## config.mk

```make
export PLATFORM = sky130hd
export DESIGN_NAME = turn_signal_seq
export DESIGN_NICKNAME = d
export VERILOG_FILES = /design/src/rtl/turn_signal_seq.sv
export SDC_FILE = /design/constraint.sdc
export NUM_CORES = 1
export LEC_CHECK = 0
export ABC_CLOCK_PERIOD_IN_PS = 2970
export BUFFER_PORTS_ARGS = -buffer_cell sky130_fd_sc_hd__clkbuf_2
export CORE_AREA = 8 8 45 47
export CTS_BUF_LIST = sky130_fd_sc_hd__clkbuf_4 sky130_fd_sc_hd__clkbuf_8
export CTS_CLUSTER_SIZE = 12
export DETAILED_ROUTE_END_ITERATION = 16
export DIE_AREA = 0 0 53 55
export PLACE_DENSITY = 0.82
export SLEW_MARGIN = 20
export SYNTH_ARGS = -nofsm -noshare
export SYNTH_HDL_FRONTEND = slang
export SYNTH_SLANG_ARGS = --single-unit
```

## constraint.sdc

```tcl
create_clock -name clk -period 2.97 [get_ports clk]
set_clock_uncertainty 0.1 [all_clocks]
set_input_delay 0.1485 -clock clk [delete_from_list [all_inputs] [get_ports clk]]
set_output_delay 0.1485 -clock clk [all_outputs]
set_load 0.05 [all_outputs]
```

## src/rtl/turn_signal_seq.sv

```systemverilog
// Turn-signal sequencer: maps stalk/hazard levels to 3-lamp sweep patterns
// on l_signal/r_signal, one lamp step every TICK_DIV clocks.
//
// state  | meaning
// -------+--------------------------------------------------
// IDLE   | no request, lamps dark, prescaler parked at 0
// L1..L3 | left sweep, 1/2/3 lamps lit (inner to outer)
// L0     | left sweep dark gap before the ring restarts
// R1..R3 | right sweep, mirror of L1..L3 on r_signal
// R0     | right sweep dark gap
// HON    | hazard, all six lamps lit
// HOFF   | hazard, all lamps dark
module turn_signal_seq #(
  parameter int TICK_DIV = 4,
  localparam int CNT_W = $clog2(TICK_DIV)
) (
  input  logic       clk,
  input  logic       rst,
  input  logic       left_req,
  input  logic       right_req,
  input  logic       hazard,
  output logic [2:0] l_signal,
  output logic [2:0] r_signal,
  output logic       active
);

  localparam logic [3:0] S_IDLE = 4'd0;
  localparam logic [3:0] S_L1   = 4'd1;
  localparam logic [3:0] S_L2   = 4'd2;
  localparam logic [3:0] S_L3   = 4'd3;
  localparam logic [3:0] S_L0   = 4'd4;
  localparam logic [3:0] S_R1   = 4'd5;
  localparam logic [3:0] S_R2   = 4'd6;
  localparam logic [3:0] S_R3   = 4'd7;
  localparam logic [3:0] S_R0   = 4'd8;
  localparam logic [3:0] S_HON  = 4'd9;
  localparam logic [3:0] S_HOFF = 4'd10;

  localparam logic [1:0] REQ_NONE  = 2'd0;
  localparam logic [1:0] REQ_LEFT  = 2'd1;
  localparam logic [1:0] REQ_RIGHT = 2'd2;
  localparam logic [1:0] REQ_HAZ   = 2'd3;

  localparam logic [CNT_W-1:0] CNT_LAST = CNT_W'(TICK_DIV - 1);

  generate
    if (TICK_DIV < 2) begin : g_bad_div
      $error("turn_signal_seq: TICK_DIV must be at least 2");
    end
  endgenerate

  logic [3:0]       state;
  logic [3:0]       state_nxt;
  logic [CNT_W-1:0] presc;
  logic [CNT_W-1:0] presc_nxt;
  logic [1:0]       req;
  logic             tick;
  logic [2:0]       l_nxt;
  logic [2:0]       r_nxt;

  // Both stalks at once is treated as a hazard request.
  always_comb begin
    if (hazard || (left_req && right_req)) req = REQ_HAZ;
    else if (left_req)                     req = REQ_LEFT;
    else if (right_req)                    req = REQ_RIGHT;
    else                                   req = REQ_NONE;
  end

  assign tick = (state != S_IDLE) && (presc == CNT_LAST);

  function automatic logic [3:0] l_ring_next(input logic [3:0] s);
    case (s)
      S_L1:    return S_L2;
      S_L2:    return S_L3;
      S_L3:    return S_L0;
      default: return S_L1;
    endcase
  endfunction

  function automatic logic [3:0] r_ring_next(input logic [3:0] s);
    case (s)
      S_R1:    return S_R2;
      S_R2:    return S_R3;
      S_R3:    return S_R0;
      default: return S_R1;
    endcase
  endfunction

  // IDLE reacts on any edge; every other state only moves on a tick.
  always_comb begin
    state_nxt = state;
    if (state == S_IDLE) begin
      case (req)
        REQ_HAZ:   state_nxt = S_HON;
        REQ_LEFT:  state_nxt = S_L1;
        REQ_RIGHT: state_nxt = S_R1;
        default:   state_nxt = S_IDLE;
      endcase
    end else if (tick) begin
      case (req)
        REQ_HAZ:   state_nxt = (state == S_HON) ? S_HOFF : S_HON;
        REQ_LEFT:  state_nxt = l_ring_next(state);
        REQ_RIGHT: state_nxt = r_ring_next(state);
        default:   state_nxt = S_IDLE;
      endcase
    end
  end

  assign presc_nxt = ((state == S_IDLE) || tick) ? '0 : presc + CNT_W'(1);

  always_comb begin
    l_nxt = 3'b000;
    r_nxt = 3'b000;
    case (state_nxt)
      S_L1:    l_nxt = 3'b001;
      S_L2:    l_nxt = 3'b011;
      S_L3:    l_nxt = 3'b111;
      S_R1:    r_nxt = 3'b001;
      S_R2:    r_nxt = 3'b011;
      S_R3:    r_nxt = 3'b111;
      S_HON: begin
        l_nxt = 3'b111;
        r_nxt = 3'b111;
      end
      default: begin
        l_nxt = 3'b000;
        r_nxt = 3'b000;
      end
    endcase
  end

  // Outputs are decoded from the next state so they change with the state.
  always_ff @(posedge clk or posedge rst) begin
    if (rst) begin
      state    <= S_IDLE;
      presc    <= '0;
      l_signal <= 3'b000;
      r_signal <= 3'b000;
      active   <= 1'b0;
    end else begin
      state    <= state_nxt;
      presc    <= presc_nxt;
      l_signal <= l_nxt;
      r_signal <= r_nxt;
      active   <= (state_nxt != S_IDLE);
    end
  end

endmodule

```

==> reports/results.ini <==
[floorplan]
fp-row-count = 14
ioPinCount = 12
dieArea_sq_um = 2915
fp.dieW_microns = 53
start_util_pct = 52.44
fp.dieH_microns = 55
core-area_sq_um = 1384

[worst_setup_path]
cp-start-kind = flip-flop
required_ns = 3.06
r2r_cells = 6
cp-end-kind = flip-flop
reg2reg_from = presc[0]
worstPathMaxFanout = 8
crit_type = reg -> reg
worstReg2RegEnd = r_signal[2]
worstPathArrival_ns = 2.52
regToRegSetupSlack_ns = 0.54

[logic_synthesis]
synth-edff-count = 0
avgSynthCellArea_sq_um = 9.807
synthArstFlopShare_pct = 100.0
synth_ff_type = dfrtp_1
yosys_warnings = 0
syn_inst = 74
ys_ff_latch = 13
ys_seq_area_share_pct = 44.83
synthDistinctLibCells = 34
synthesis.nets = 80
netlist_area_sq_um = 725.7

[cells_and_area]
area_growth_pct = 12.07
nets = 93
layout-drive-gt1-share_pct = 24.42
final-seq-area_sq_um = 325.3
fill_cells = 117
multi_input_area_sq_um = 354.1
num_antenna_cells = 0

[cts]
clk_pin_slew_ns = 0.07
cts_tree = yes
clockBufferDepth = 2
numCtsBuffers = 3
postCtsSetupBuffers = 0
insertion_delay_ns = 0.26
clock-sinks = 13
cts-root-buf = clkbuf_4
htree_num_levels = 1
cts_resized = 0

[route]
routedWlPerCell_microns = 13.73
drc = 0
vias_per_cell = 5.892
vias = 601
routed_wl_microns = 1400
drt-initial-drc-count = 32
ant_nets = 0
first_pass_iters = 4

[timing]
max-slew-margin-rel_pct = 59.88
rsz0062_at_grt = no
hold_ws_ns = 0.3118
period_share_pct = 81.78
fmax_mhz = 411.7
slew_violations = 0
period_minus_slack_ns = 2.429
final_hold_viol_count = 0
setup_viol = 0
tightest_slew_ns = 0.5991
setup_tns_ns = 0

[placement]
gp_congestion = 0.8426
hpwlAfterDp_microns = 1059
portBuffers = 11

[grt]
grt_pass1_wl_microns = 2401
grt_start_max_net_pins = 14
grt_overflow_total = 0
grt_pass1_vias = 555
grt_usage_pct = 10.70
antenna_found_initial = 0

[power]
power.leakage_nw = 0.3779
power_w = 0.0009935
vdd_ir_drop_max_mv = 0.6804
power.density_nw_per_um2 = 1222

[run_status]
outcome = completed

[hold_path]
worstHoldPathType = in -> async

[run]
cap_violations = 0

[cells by family (layout without fill, tap and decap cells)]
kind of cell               after synthesis  in the layout  share of synthesized area, %
AOI/OAI and AO/OA                       19             19                         17.93
DFF                                     13             13                         44.83
buffers and inverters                    9             21                         6.377
and+or+nand+nor                         28             28                         24.14
adders and majority gates                2              2                         3.103
xor gates and xnor gates                 3              3                         3.621
[sequential cells by signal, indices dropped and copies added, names as in the netlist]
| name | cells |
|---|---|
| l_signal | 3 |
| state | 4 |
| active | 1 |
| r_signal | 3 |
| presc | 2 |
[metal layers]
| layer | track usage [%] | up-vias | share of wire, % |
|---|---|---|---|
| met1 | 13.61 | 292 | 43 |
| met3 | 2.941 | 4 | 4.7 |
| met5 | 0 | - | 0 |
| met2 | 16.60 | 14 | 50 |
| met4 | 4.741 | 0 | 1.5 |
| li1 | - | 291 | - |
[critical path: stages, from the launching register on]
cell and delay (ns):
dfrtp_1 0.35, ha_1 0.31, inv_1 0.13, or3_1 0.42, o41a_1 0.51, or3_1 0.42, a21boi_1 0.14
[power by group]
group	total [W]	switching, W	leakage (nW)	internal (W)
Combinational	0.000556	0.000366	0.201	0.000191
Sequential	0.000326	0.0000671	0.158	0.000259
Clock	0.000111	0.0000498	0.0184	0.0000610
[per-stage QoR]
stage | utilization, % | std cells | instance area, sq um | setup WS (ns)
2_1_floorplan | - | 74 | 725.7 | 0.7426
3_3_place_gp | 55.88 | 97 | 773.2 | 0.6303
3_5_place_dp | 55.88 | 97 | 773.2 | 0.5691
4_1_cts | 58.77 | 102 | 813.3 | 0.5514
5_1_grt | 58.77 | 102 | 813.3 | 0.4124
6_report | 58.77 | 102 | 813.3 | 0.5411
[cells in the mapped netlist, drive strengths merged, types with 2 or more instances]
cell	number	area share (%)
nor4	2	3.8
nor3b	2	2.1
o221ai	2	3.3
a21oi	8	6.0
nor2	3	1.6
buf	4	3.8
nand3	3	2.1
o21ai	4	2.8
or3	3	2.6
xnor2	3	3.6
dfrtp	13	45
inv	5	2.6
nand2	7	3.6
[cell type report]
class,instances,area share (%)
tap,16,2.462
timing repair buffer,12,8.000
inverter,5,2.308
clock buffer,4,3.692
multi-input combinational,52,43.54
sequential,13,40.00
[cells in the final DEF (no fill, tap or decap)]
cell type,Yosys,final
a21boi_1,1,1
a21oi_1,7,7
a21oi_2,1,1
a32oi_1,1,1
and3_1,1,1
and4b_1,1,1
clkbuf_2,0,11
clkbuf_4,0,4
dfrtp_1,13,13
dlygate4sd3_1,0,1
ha_1,1,1
inv_1,4,4
inv_2,1,1
maj3_1,1,1
nand2_1,7,7
nand3_1,3,3
nand4_1,1,1
nor2_1,3,3
nor2b_1,1,1
nor3_1,1,1
nor3b_1,2,2
nor4_1,1,1
nor4_4,1,1
o211ai_1,1,1
o21ai_0,2,2
o21ai_1,2,2
o221ai_1,1,1
o221ai_2,1,1
o31ai_1,1,1
o41a_1,1,1
or2_2,1,1
or3_1,3,3
or4_1,1,1
or4b_4,1,1
xnor2_1,3,3
[repair_timing]
item	4_1_cts	5_1_grt
endpoints found under the setup margin	0	0
hold endpoints to repair	13	0
hold buffers	1	0
[how the worst max path moves through the flow]
stage | start | to | slack (ns)
global route | presc[0] | r_signal[2] | 0.41
global placement | presc[0] | r_signal[2] | 0.63
floorplan | presc[0] | r_signal[2] | 0.74
finish | presc[0] | r_signal[2] | 0.54
CTS | presc[0] | r_signal[2] | 0.55
detailed placement | presc[0] | r_signal[2] | 0.57
Note: power is estimated with default switching activity, not from simulation.
